==> config.mk <==
export PLATFORM = sky130hd
export DESIGN_NAME = video_cfg_ctrl
export DESIGN_NICKNAME = d
export VERILOG_FILES = /design/src/rtl/video_cfg_pkg.sv /design/src/rtl/pll_reset_seq.sv /design/src/rtl/video_cfg_ctrl.sv
export SDC_FILE = /design/constraint.sdc
export NUM_CORES = 1
export LEC_CHECK = 0
export BUFFER_PORTS_ARGS = -buffer_cell sky130_fd_sc_hd__buf_2
export CAP_MARGIN = 25
export CORE_ASPECT_RATIO = 1.5
export CORE_MARGIN = 2
export CORE_UTILIZATION = 50
export CTS_BUF_LIST = sky130_fd_sc_hd__clkbuf_8
export CTS_CLUSTER_SIZE = 8
export DETAILED_ROUTE_END_ITERATION = 8
export PLACE_DENSITY = 0.72
export RECOVER_POWER = 50
export SLEW_MARGIN = 20
export SYNTH_ARGS = -nofsm -noshare
export SYNTH_HDL_FRONTEND = slang
export SYNTH_SLANG_ARGS = --single-unit
export TNS_END_PERCENT = 100
==> constraint.sdc <==
create_clock -name clk -period 3.8 [get_ports clk]
set_clock_uncertainty 0.05 [all_clocks]
set_input_delay 0.57 -clock clk [delete_from_list [all_inputs] [get_ports clk]]
set_output_delay 0.57 -clock clk [all_outputs]
set_load 0.05 [all_outputs]
==> src/rtl/video_cfg_pkg.sv <==
// Shared definitions for the video configuration controller: MCU command
// codes, video-mode encodings, FSM state types and the settings bundle.
package video_cfg_pkg;

  // MCU command bytes (first byte after mcu_start)
  localparam logic [7:0] CMD_SCANLINES = 8'h01;
  localparam logic [7:0] CMD_VOLUME    = 8'h02;
  localparam logic [7:0] CMD_WIDE      = 8'h03;
  localparam logic [7:0] CMD_PLL_RESET = 8'h04;

  // Video analyzer mode encodings
  localparam logic [1:0] VMODE_PAL  = 2'd0;
  localparam logic [1:0] VMODE_NTSC = 2'd1;
  localparam logic [1:0] VMODE_MONO = 2'd2;

  // MCU byte-stream parser states
  typedef enum logic [1:0] {
    IDLE = 2'd0,
    CMD  = 2'd1,
    ARG  = 2'd2,
    SKIP = 2'd3
  } parser_state_e;

  // HDMI PLL reset sequencer states
  typedef enum logic [1:0] {
    RST_ASSERT = 2'd0,
    WAIT_LOCK  = 2'd1,
    SETTLE     = 2'd2,
    RUN        = 2'd3
  } seq_state_e;

  // User video settings as driven into the video top
  typedef struct packed {
    logic [1:0] scanlines;
    logic [1:0] volume;
    logic       wide;
  } video_settings_t;

  // True for commands that carry one argument byte
  function automatic logic is_setting_cmd(input logic [7:0] code);
    return (code == CMD_SCANLINES) || (code == CMD_VOLUME) || (code == CMD_WIDE);
  endfunction

  // Largest of three counts, used to size the shared sequencer counter
  function automatic int max3(input int a, input int b, input int c);
    int m;
    m = (a > b) ? a : b;
    return (m > c) ? m : c;
  endfunction

endpackage

==> src/rtl/pll_reset_seq.sv <==
// HDMI PLL reset sequencer: holds the PLL in reset, waits for lock with a
// timeout, requires lock to stay stable for a settle period, then reports
// video_ready. Any retrigger restarts the whole sequence.
module pll_reset_seq
  import video_cfg_pkg::*;
#(
  parameter int RST_CYCLES    = 64,
  parameter int LOCK_TIMEOUT  = 65536,
  parameter int SETTLE_CYCLES = 1024
) (
  input  logic clk,
  input  logic resetn,
  input  logic force_i,
  input  logic retrigger_i,
  input  logic pll_lock_i,
  output logic hdmi_pll_reset_o,
  output logic video_ready_o
);

  // One counter serves all timed states; it is cleared on every state change,
  // so it only ever needs to hold the largest terminal count.
  localparam int CNT_W = $clog2(max3(RST_CYCLES, LOCK_TIMEOUT, SETTLE_CYCLES));

  localparam logic [CNT_W-1:0] RST_LAST     = CNT_W'(RST_CYCLES - 1);
  localparam logic [CNT_W-1:0] TIMEOUT_LAST = CNT_W'(LOCK_TIMEOUT - 1);
  localparam logic [CNT_W-1:0] SETTLE_LAST  = CNT_W'(SETTLE_CYCLES - 1);

  seq_state_e       state_q, state_d;
  logic [CNT_W-1:0] cnt_q, cnt_d;
  logic             lock_meta_q, lock_s_q;
  logic             hdmi_pll_reset_q, hdmi_pll_reset_d;
  logic             video_ready_q, video_ready_d;
  logic             restart;

  // Two-flop synchronizer bringing pll_lock into the clk domain
  // NOTE: sequential state is always written with non-blocking assignments so
  // every flop samples the pre-edge value of its neighbours.
  always_ff @(posedge clk) begin
    if (!resetn) begin
      lock_meta_q <= 1'b0;
      lock_s_q    <= 1'b0;
    end else begin
      lock_meta_q <= pll_lock_i;
      lock_s_q    <= lock_meta_q;
    end
  end

  // Losing lock while running is treated like any other retrigger
  assign restart = force_i || retrigger_i || ((state_q == RUN) && !lock_s_q);

  // State register, counter and registered (glitch-free) outputs
  always_ff @(posedge clk) begin
    if (!resetn) begin
      state_q          <= RST_ASSERT;
      cnt_q            <= '0;
      hdmi_pll_reset_q <= 1'b1;
      video_ready_q    <= 1'b0;
    end else begin
      state_q          <= state_d;
      cnt_q            <= cnt_d;
      hdmi_pll_reset_q <= hdmi_pll_reset_d;
      video_ready_q    <= video_ready_d;
    end
  end

  // Next-state and counter logic
  // NOTE: every variable gets a default at the top of the block so no path
  // leaves it unassigned, which would otherwise infer a latch.
  always_comb begin
    state_d = state_q;
    cnt_d   = cnt_q;
    if (restart) begin
      state_d = RST_ASSERT;
      cnt_d   = '0;
    end else begin
      case (state_q)
        RST_ASSERT: begin
          if (cnt_q == RST_LAST) begin
            state_d = WAIT_LOCK;
            cnt_d   = '0;
          end else begin
            cnt_d = cnt_q + CNT_W'(1);
          end
        end
        WAIT_LOCK: begin
          if (lock_s_q) begin
            state_d = SETTLE;
            cnt_d   = '0;
          end else if (cnt_q == TIMEOUT_LAST) begin
            state_d = RST_ASSERT;
            cnt_d   = '0;
          end else begin
            cnt_d = cnt_q + CNT_W'(1);
          end
        end
        SETTLE: begin
          if (!lock_s_q) begin
            state_d = WAIT_LOCK;
            cnt_d   = '0;
          end else if (cnt_q == SETTLE_LAST) begin
            state_d = RUN;
            cnt_d   = '0;
          end else begin
            cnt_d = cnt_q + CNT_W'(1);
          end
        end
        RUN: begin
          cnt_d = '0;
        end
        default: begin
          state_d = RST_ASSERT;
          cnt_d   = '0;
        end
      endcase
    end
  end

  // Output decode from the next state so both outputs switch on the same edge
  always_comb begin
    hdmi_pll_reset_d = (state_d == RST_ASSERT);
    video_ready_d    = (state_d == RUN);
  end

  assign hdmi_pll_reset_o = hdmi_pll_reset_q;
  assign video_ready_o    = video_ready_q;

endmodule

==> src/rtl/video_cfg_ctrl.sv <==
// Video configuration controller: parses MCU command bytes into the user
// video settings and drives the HDMI PLL reset sequencer from mode changes,
// wide-screen changes and explicit MCU requests.
module video_cfg_ctrl
  import video_cfg_pkg::*;
#(
  parameter int         RST_CYCLES     = 64,
  parameter int         LOCK_TIMEOUT   = 65536,
  parameter int         SETTLE_CYCLES  = 1024,
  parameter logic [1:0] DEFAULT_VOLUME = 2'd3
) (
  input  logic       clk,
  input  logic       resetn,
  input  logic       mcu_start,
  input  logic       mcu_strobe,
  input  logic [7:0] mcu_data,
  input  logic [1:0] vmode,
  input  logic       pll_lock,
  output logic [1:0] system_scanlines,
  output logic [1:0] system_volume,
  output logic       system_wide_screen,
  output logic       hdmi_pll_reset,
  output logic       video_ready,
  output logic       cfg_update
);

  parser_state_e   pstate_q, pstate_d;
  logic [7:0]      cmd_q, cmd_d;
  video_settings_t set_q, set_d;
  logic            cfg_update_q, cfg_update_d;
  logic            wide_chg_q, wide_chg_d;
  logic            force_q, force_d;
  logic [1:0]      vmode_q;
  logic            byte_ok;
  logic            retrigger;

  // A strobe coinciding with mcu_start belongs to no transaction and is dropped
  assign byte_ok = mcu_strobe && !mcu_start;

  // Parser state and latched command byte
  always_ff @(posedge clk) begin
    if (!resetn) begin
      pstate_q <= IDLE;
      cmd_q    <= '0;
    end else begin
      pstate_q <= pstate_d;
      cmd_q    <= cmd_d;
    end
  end

  // Parser next-state: start always re-arms, then command, argument, skip
  always_comb begin
    pstate_d = pstate_q;
    cmd_d    = cmd_q;
    if (mcu_start) begin
      pstate_d = CMD;
    end else begin
      case (pstate_q)
        IDLE, SKIP: ;
        CMD: begin
          if (mcu_strobe) begin
            cmd_d    = mcu_data;
            pstate_d = is_setting_cmd(mcu_data) ? ARG : SKIP;
          end
        end
        ARG: begin
          if (mcu_strobe) pstate_d = SKIP;
        end
        default: pstate_d = IDLE;
      endcase
    end
  end

  // Parser outputs: setting writes, force request and change detection
  always_comb begin
    set_d   = set_q;
    force_d = 1'b0;
    if (byte_ok) begin
      if ((pstate_q == CMD) && (mcu_data == CMD_PLL_RESET)) force_d = 1'b1;
      if (pstate_q == ARG) begin
        case (cmd_q)
          CMD_SCANLINES: set_d.scanlines = mcu_data[1:0];
          CMD_VOLUME:    set_d.volume    = mcu_data[1:0];
          CMD_WIDE:      set_d.wide      = mcu_data[0];
          default: ;
        endcase
      end
    end
    cfg_update_d = (set_d != set_q);
    wide_chg_d   = (set_d.wide != set_q.wide);
  end

  // Settings register, change pulses and previous-vmode tracking
  always_ff @(posedge clk) begin
    if (!resetn) begin
      set_q        <= '{scanlines: 2'd0, volume: DEFAULT_VOLUME, wide: 1'b0};
      cfg_update_q <= 1'b0;
      wide_chg_q   <= 1'b0;
      force_q      <= 1'b0;
      // Track the live mode during reset so leaving reset is not seen as a change
      vmode_q      <= vmode;
    end else begin
      set_q        <= set_d;
      cfg_update_q <= cfg_update_d;
      wide_chg_q   <= wide_chg_d;
      force_q      <= force_d;
      vmode_q      <= vmode;
    end
  end

  // The wide pulse is aligned with the new output value, so the sequencer
  // reacts one edge after system_wide_screen changes.
  assign retrigger = wide_chg_q || (vmode != vmode_q);

  pll_reset_seq #(
    .RST_CYCLES    (RST_CYCLES),
    .LOCK_TIMEOUT  (LOCK_TIMEOUT),
    .SETTLE_CYCLES (SETTLE_CYCLES)
  ) u_pll_reset_seq (
    .clk              (clk),
    .resetn           (resetn),
    .force_i          (force_q),
    .retrigger_i      (retrigger),
    .pll_lock_i       (pll_lock),
    .hdmi_pll_reset_o (hdmi_pll_reset),
    .video_ready_o    (video_ready)
  );

  assign system_scanlines   = set_q.scanlines;
  assign system_volume      = set_q.volume;
  assign system_wide_screen = set_q.wide;
  assign cfg_update         = cfg_update_q;

endmodule
==> results of run 1 <==
[cell usage in the layout (no fill, tap or decap), drive strengths merged, types with 2 or more instances in the layout]
| master | Yosys | layout |
|---|---|---|
| nor3 | 9 | 9 |
| nand3 | 8 | 8 |
| or3b | 2 | 2 |
| nand4 | 4 | 4 |
| mux2i | 5 | 5 |
| nor4 | 6 | 6 |
| nand2 | 34 | 34 |
| and3 | 3 | 3 |
| inv | 4 | 6 |
| clkbuf | 5 | 16 |
| buf | 3 | 11 |
| and4 | 3 | 3 |
| xor2 | 9 | 9 |
| o21ai | 4 | 4 |
| o31a | 2 | 2 |
| and2 | 3 | 3 |
| nor3b | 2 | 2 |
| nor2 | 24 | 24 |
| dfxtp | 42 | 42 |
| a21oi | 4 | 4 |
| xnor2 | 12 | 12 |
| a21boi | 9 | 9 |
[flip-flops by register name (all words and copies together), names as in the netlist]
signal                            count
system_volume                         2
cmd_q                                 8
force_q                               1
system_wide_screen                    1
cfg_update                            1
vmode_q                               2
u_pll_reset_seq.cnt_q                16
u_pll_reset_seq.lock_s_q              1
pstate_q                              2
u_pll_reset_seq.video_ready_o         1
u_pll_reset_seq.lock_meta_q           1
system_scanlines                      2
u_pll_reset_seq.state_q               2
wide_chg_q                            1
u_pll_reset_seq.hdmi_pll_reset_o      1
[metrics by stage]
stage / cells / setup slack [ns] / hold slack [ns] / area, µm² / power (mW)
global placement: 267 / 1.571 / 0.3735 / 2059 / 0.5039
detailed placement: 267 / 1.523 / 0.3842 / 2059 / 0.5046
finish: 275 / 1.544 / 0.3763 / 2152 / 0.8301
floorplan: 210 / 1.904 / 0.3619 / 1941 / 0.4900
CTS: 275 / 1.522 / 0.3530 / 2166 / 0.8404
global route: 275 / 1.361 / 0.3739 / 2152 / 0.8586
[worst min-delay path by stage]
stage and endpoint:
3_5_place_dp u_pll_reset_seq.lock_s_q$_SDFF_PN0_, 5_1_grt vmode_q[1]$_DFF_P_, 6_report vmode_q[1]$_DFF_P_, 2_1_floorplan u_pll_reset_seq.lock_s_q$_SDFF_PN0_
3_3_place_gp u_pll_reset_seq.lock_s_q$_SDFF_PN0_, 4_1_cts vmode_q[1]$_DFF_P_
[power by group through the flow]
stage	clock network (mW)	registers [mW]	logic [mW]
2_1_floorplan	0	0.460	0.0297
3_3_place_gp	0	0.461	0.0425
3_5_place_dp	0	0.462	0.0430
4_1_cts	0.346	0.451	0.0431
5_1_grt	0.358	0.452	0.0481
6_report	0.337	0.451	0.0422
[cell families (layout without fill, tap and decap cells)]
| group | Yosys count | in the layout | synth area share |
|---|---|---|---|
| compound gates | 24 | 24 | 0.09543 |
| xor+xnor | 21 | 21 | 0.09478 |
| fa+ha+maj | 1 | 1 | 0.006446 |
| buf+inv | 12 | 34 | 0.03094 |
| flops | 42 | 42 | 0.4333 |
| mux | 5 | 5 | 0.02579 |
| simple gates | 105 | 105 | 0.3134 |
[layout make-up]
| cell class | instances | area, µm² |
|---|---|---|
| clock buffer | 5 | 68.82 |
| clock inverter | 3 | 37.54 |
| fill | 352 | 1530 |
| inverter | 4 | 15.01 |
| multi-input combinational | 156 | 1040 |
| sequential | 42 | 840.8 |
| tap | 43 | 53.80 |
| timing repair buffer | 22 | 96.34 |
[layer usage]
metal	global-route usage	vias to the layer above
met5	0	-
met4	0.07500	0
met3	0.04461	6
met2	0.3357	20
met1	0.1680	701
li1	-	761
==> summary.md, run 1 <==
| Metric | Value |
|---|---|
| Yosys top cell by area | `dfxtp_1` |
| CP max stage cell | `o31ai_4` |
| Syn. warnings | `0` |
| Top-area cell type share of the netlist area | `0.4333` |
| Int Power | `roughly 660 µW` |
| DIE HEIGHT | `80.30 µm` |
| Synth-to-layout area growth | `10.90%` |
| Tcrit/Tclk final | `0.5937` |
| Post-route setup TNS | `0 ns` |
| Setup bufs post-CTS | `0` |
| Reg-to-Reg Start | `u_pll_reset_seq.cnt_q[0]$_SDFF_PP0_` |
| Most common cell in the netlist | `dfxtp_1` |
| Syn avg cell area | `a little over 9 µm²` |
| Total track usage | `0.1777` |
| Vias | `between 1,000 and 1,500` |
| Die Area | `about 4400 µm²` |
| Metal2 WL | `1844 µm` |
| Final min period | `2.256 ns` |
| Share of cells above drive strength 1 | `0.1767` |
| Clk_lat worst skew | `~0.29 ns` |
| Largest net degree at the start of global routing | `24` |
| Drc violations | `0` |
| Worst EP arrival | `2.36 ns` |
| Post-synth top cells | `dfxtp_1, nand2_1, nor2_1` |
| Overflow after GRT | `0` |
| GPL Wtd Cong | `0.8891` |
| Run status | `complete, no violations` |
| DR WL met3 | `between 90 and 100 µm` |
| H-tree Lvls | `2` |
| Hold crit path type | `in -> reg` |
| Worst-path clk slew | `0.07 ns` |
| Drt total wl | `between 3000 and 4000 µm` |
| Sw frac | `0.2106` |
| Power per standard cell area | `385.7 nW/µm²` |
| CP Buf/Inv Count | `0` |
| Final core utilization | `0.5844` |
| Post-synth cell types | `45` |
| Initial core utilization | `0.5270` |
| Post-synth ARST share | `0` |
| Iter 0 DRT Violations | `22` |
| Clock power frac | `0.406` |
| P_sw | `174.8 µW` |
| Worst Setup Start Kind | `flop` |
| Crit-path max cell delay | `0.71 ns` |
| P_leak | `0.7428 nW` |
| Root cell of the clock tree | `clkbuf_8` |
| Die Span X | `roughly 55 µm` |
| Worst Setup SP | `u_pll_reset_seq.cnt_q[0]$_SDFF_PP0_` |
| Dpl hpwl | `2552 µm` |
| Post-Syn Nets | `226` |
| Flop-to-flop setup slack | `1.54 ns` |
| Post-synth EDFFs | `0` |
| Seq/Total Area, Yosys | `0.4333` |
| Wire per inst | `12.31 µm` |
| CTS Hold Bufs | `0` |
| Vias in the first global route | `1,394` |
| Initial antenna violation count | `0` |
| Highest metal used | `met4` |
| Global-route wire length before repair | `5671 µm` |
| CTS sink count | `42` |
| CP cell instances | `ha_1 > nand4_4 > nor3_2 > a41oi_2 > o31ai_4 > nor2_1` |
| Hold Path Stages | `1` |
| Max IR drop VDD | `approximately 230 µV` |
| M1 wire length | `1386 µm` |
| Cell area after synthesis | `a little under 2000 µm²` |
| Power share of the combinational group | `0.051` |
| Cell depth of the worst flop-to-flop path | `6` |
| Max clock buf depth | `2` |
| Ranking of synthesized cells by area | `dfxtp_1, nand2_1, xnor2_1` |
| Worst R2R End | `u_pll_reset_seq.cnt_q[3]$_SDFF_PP0_` |
| Setup crit end | `u_pll_reset_seq.cnt_q[3]$_SDFF_PP0_` |
| Rows | `27` |
| RSZ-0062 raised after global routing | `false` |
| Worst Setup End Kind | `flop` |
| Setup CP Type | `reg -> reg` |
| Nets | `between 200 and 250` |
| Peak fanout along the critical path | `12` |
| Sequential power share | `0.544` |
| CTS tree | `yes` |
| Max cap viols | `0` |
| Drt first pass iters | `4` |
| HP Start | `vmode[1]` |
| Slew of the pin with the lowest slew margin | `0.8317 ns` |
| Crit path required time | `3.91 ns` |
| Core Region | `3682 µm²` |
| Most used DFF post-synth | `dfxtp_1` |
| ANT nets after route | `0` |
| # IOs | `23` |
| WP depth | `6` |
| Cells after Synth | `210` |
| IO Port Bufs | `22` |
| Routed vias/inst | `5.411` |
| CP delay by family, top | `compound AO/OA/AOI/OAI gates` |
| Post-CTS sizing | `0` |
| Max frequency | `~0.44 GHz` |
| Max Slew Vio Count | `0` |
| Inserted Diodes | `0` |
| Final hold vios | `0` |
| Synth Register Bits | `42` |
| CTS Buf Count | `5` |
| Final setup vio count | `0` |
| Relative slew slack | `0.4413` |
Note: power is estimated with default switching activity, not from simulation.
==> run 2: changes to the inputs <==
--- a/config.mk
+++ b/config.mk
@@ -13,7 +13,7 @@
 export CTS_BUF_LIST = sky130_fd_sc_hd__clkbuf_8
 export CTS_CLUSTER_SIZE = 8
 export DETAILED_ROUTE_END_ITERATION = 8
-export PLACE_DENSITY = 0.72
+export PLACE_DENSITY = 0.75
 export RECOVER_POWER = 50
 export SLEW_MARGIN = 20
 export SYNTH_ARGS = -nofsm -noshare
==> constraint.sdc (replaced) <==
create_clock -name clk -period 2 [get_ports clk]
set_clock_uncertainty 0.05 [all_clocks]
set_input_delay 0.3 -clock clk [delete_from_list [all_inputs] [get_ports clk]]
set_output_delay 0.3 -clock clk [all_outputs]
set_load 0.05 [all_outputs]
==> run 2 against run 1 <==
Non-clock buffer count is 10 higher. First-iteration DRC count fell by 41%. Cell area rose by 3.4%. Sequential cell count did not move. Power is 77% higher.
==> summary.md, run 2 (synthesis results as in run 1) <==
| Metric | Value |
|---|---|
| Total track usage | `0.1929 (+0.01518)` |
| GRT met1 Usage | `0.2112 (+0.04317)` |
| Overflow after GRT | `0 (unchanged)` |
| Hold crit path type | `in -> reg` |
| Fillers | `328 (-6.8%)` |
| Regs by FF count | `u_pll_reset_seq.cnt_q (16), cmd_q (8)` |
| Nets | `257 (+4.0%)` |
| Worst-path clk slew | `0.08 ns (about the same)` |
| Die Area | `4406 µm² (unchanged)` |
| Drt first pass iters | `4 (unchanged)` |
| Synth-to-layout area growth | `14.70%` |
| Global-route wire length before repair | `6210 µm (+9.5%)` |
| Dpl hpwl | `2661 µm (+4.3%)` |
| Clk_lat worst skew | `0.30 ns (about the same)` |
| Slew of the pin with the lowest slew margin | `0.8000 ns (-0.03172 ns)` |
| Tcrit/Tclk final | `0.9472 (+0.3535)` |
| Met3 track demand over resource | `0.05019 (+0.005576)` |
| Max IR drop VDD | `648.7 µV (+180%)` |
| Placed Area | `2147 µm² (+4.3%)` |
| Most common cell after layout, fill and taps aside | `dfxtp_1` |
| # IOs | `23 (unchanged)` |
| Inserted Diodes | `0 (unchanged)` |
| CTS Buf Count | `5 (unchanged)` |
| Peak fanout along the critical path | `4 (-8)` |
| CTS tree | `yes` |
| ANT nets after route | `0 (unchanged)` |
| DP Worst Slack | `0.05533 ns (-1.467 ns)` |
| Post-route setup TNS | `0 ns (unchanged)` |
| Share of cells above drive strength 1 | `0.2199 (+0.04319)` |
| Worst Setup End Kind | `flop` |
| Cell depth of the worst flop-to-flop path | `7 (+1)` |
| Max cap viols | `0 (unchanged)` |
| CTS sink count | `42 (unchanged)` |
| Most flops, register | `u_pll_reset_seq.cnt_q` |
| Hold WS | `0.09394 ns (-0.2823 ns)` |
| Relative slew slack | `0.4667 (+0.02541)` |
| Max Slew Vio Count | `0 (unchanged)` |
| Setup CP Type | `reg -> reg` |
| Post-route cell area | `2226 µm² (+3.4%)` |
| IO Port Bufs | `22 (unchanged)` |
| Drc violations | `0 (unchanged)` |
| Die Span X | `54.87 µm (unchanged)` |
| Final core utilization | `0.6045 (+0.02005)` |
| Vias in the first global route | `1,490 (+6.9%)` |
| H-tree Lvls | `2 (unchanged)` |
| Setup bufs post-CTS | `0 (unchanged)` |
| Core Region | `3682 µm² (unchanged)` |
| Wire per inst | `12.65 µm (+2.7%)` |
| Initial antenna violation count | `0 (unchanged)` |
| Final hold vios | `0 (unchanged)` |
| Vias | `1,527 (+2.6%)` |
| Most crowded layer after global routing | `met2` |
| Largest net degree at the start of global routing | `23 (-4.2%)` |
| Final min period | `1.894 ns (-0.3616 ns)` |
| Routed vias/inst | `5.377 (-0.63%)` |
| Worst Setup Start Kind | `flop` |
| Rows | `27 (unchanged)` |
| GPL Wtd Cong | `0.7470 (-16%)` |
| Final setup vio count | `0 (unchanged)` |
| Root cell of the clock tree | `clkbuf_8` |
| P_leak | `0.7788 nW (+4.9%)` |
| Power per standard cell area | `658.6 nW/µm² (+71%)` |
| CTS Hold Bufs | `0 (unchanged)` |
| Crit path required time | `2.12 ns (-1.79 ns)` |
| Routing usage on met2 | `0.3369 (+0.001190)` |
| Run status | `complete, no violations` |
| Most frequent cells in the layout | `dfxtp_1, nand2_1, nor2_1` |
| Iter 0 DRT Violations | `13 (-41%)` |
| Initial core utilization | `0.5270 (unchanged)` |
| Worst EP arrival | `2.02 ns (-0.34 ns)` |
| Post-CTS sizing | `0 (unchanged)` |
| Max frequency | `0.5279 GHz (+19%)` |
| Drt total wl | `3592 µm (+6.1%)` |
| Setup WS post-layout | `0.1056 ns (-1.438 ns)` |
| Largest register FFs | `16 (unchanged)` |
| Max clock buf depth | `2 (unchanged)` |
| DIE HEIGHT | `80.30 µm (unchanged)` |
| Hold Path Stages | `1 (unchanged)` |
## run 2: report_power, final
group          internal, mW  switching (mW)  total [mW]
combinational        0.0416          0.0490      0.0906
clock                 0.234           0.284       0.518
sequential            0.848         0.00921       0.857
total                  1.12           0.342        1.47
## run 2: area by class of cell
class / count / area (µm²) / area share
Sequential cell: 42 / 840.8 / 0.3777
Clock buffer: 5 / 68.82 / 0.03092
Timing Repair Buffer: 32 / 180.2 / 0.08094
Tap cell: 43 / 53.80 / 0.02417
Inverter: 4 / 15.01 / 0.006745
Clock inverter: 2 / 10.01 / 0.004497
Multi-Input combinational cell: 156 / 1057 / 0.4750
## run 2: worst max-delay path: stages (launching register included)
cell and delay, ns:
dfxtp_1 0.36, ha_2 0.23, nand4_4 0.16, nor3_2 0.22, a41oi_2 0.19, buf_4 0.19, nor3_1 0.26, nor3_1 0.10
## run 2: worst paths after layout
path	end	slack, ns	from
min	vmode_q[0]$_DFF_P_	0.09	vmode[0]
max	u_pll_reset_seq.cnt_q[8]$_SDFF_PP0_	0.11	u_pll_reset_seq.cnt_q[1]$_SDFF_PP0_
max reg2reg	u_pll_reset_seq.cnt_q[8]$_SDFF_PP0_	0.11	u_pll_reset_seq.cnt_q[1]$_SDFF_PP0_
min reg2reg	u_pll_reset_seq.lock_s_q$_SDFF_PN0_	0.39	u_pll_reset_seq.lock_meta_q$_SDFF_PN0_
## run 2: metrics by stage
stage	power [mW]	cells
after global placement	0.9683	277
after floorplan	0.9309	210
after global routing	1.521	284
final	1.466	284
after CTS	1.482	284
after detailed placement	0.9696	277
## run 2: per-layer routing
layer	wire length (µm)	up-vias
met1	1482	718
li1	-	780
met3	90	6
met5	0	-
met4	55	0
met2	1963	23
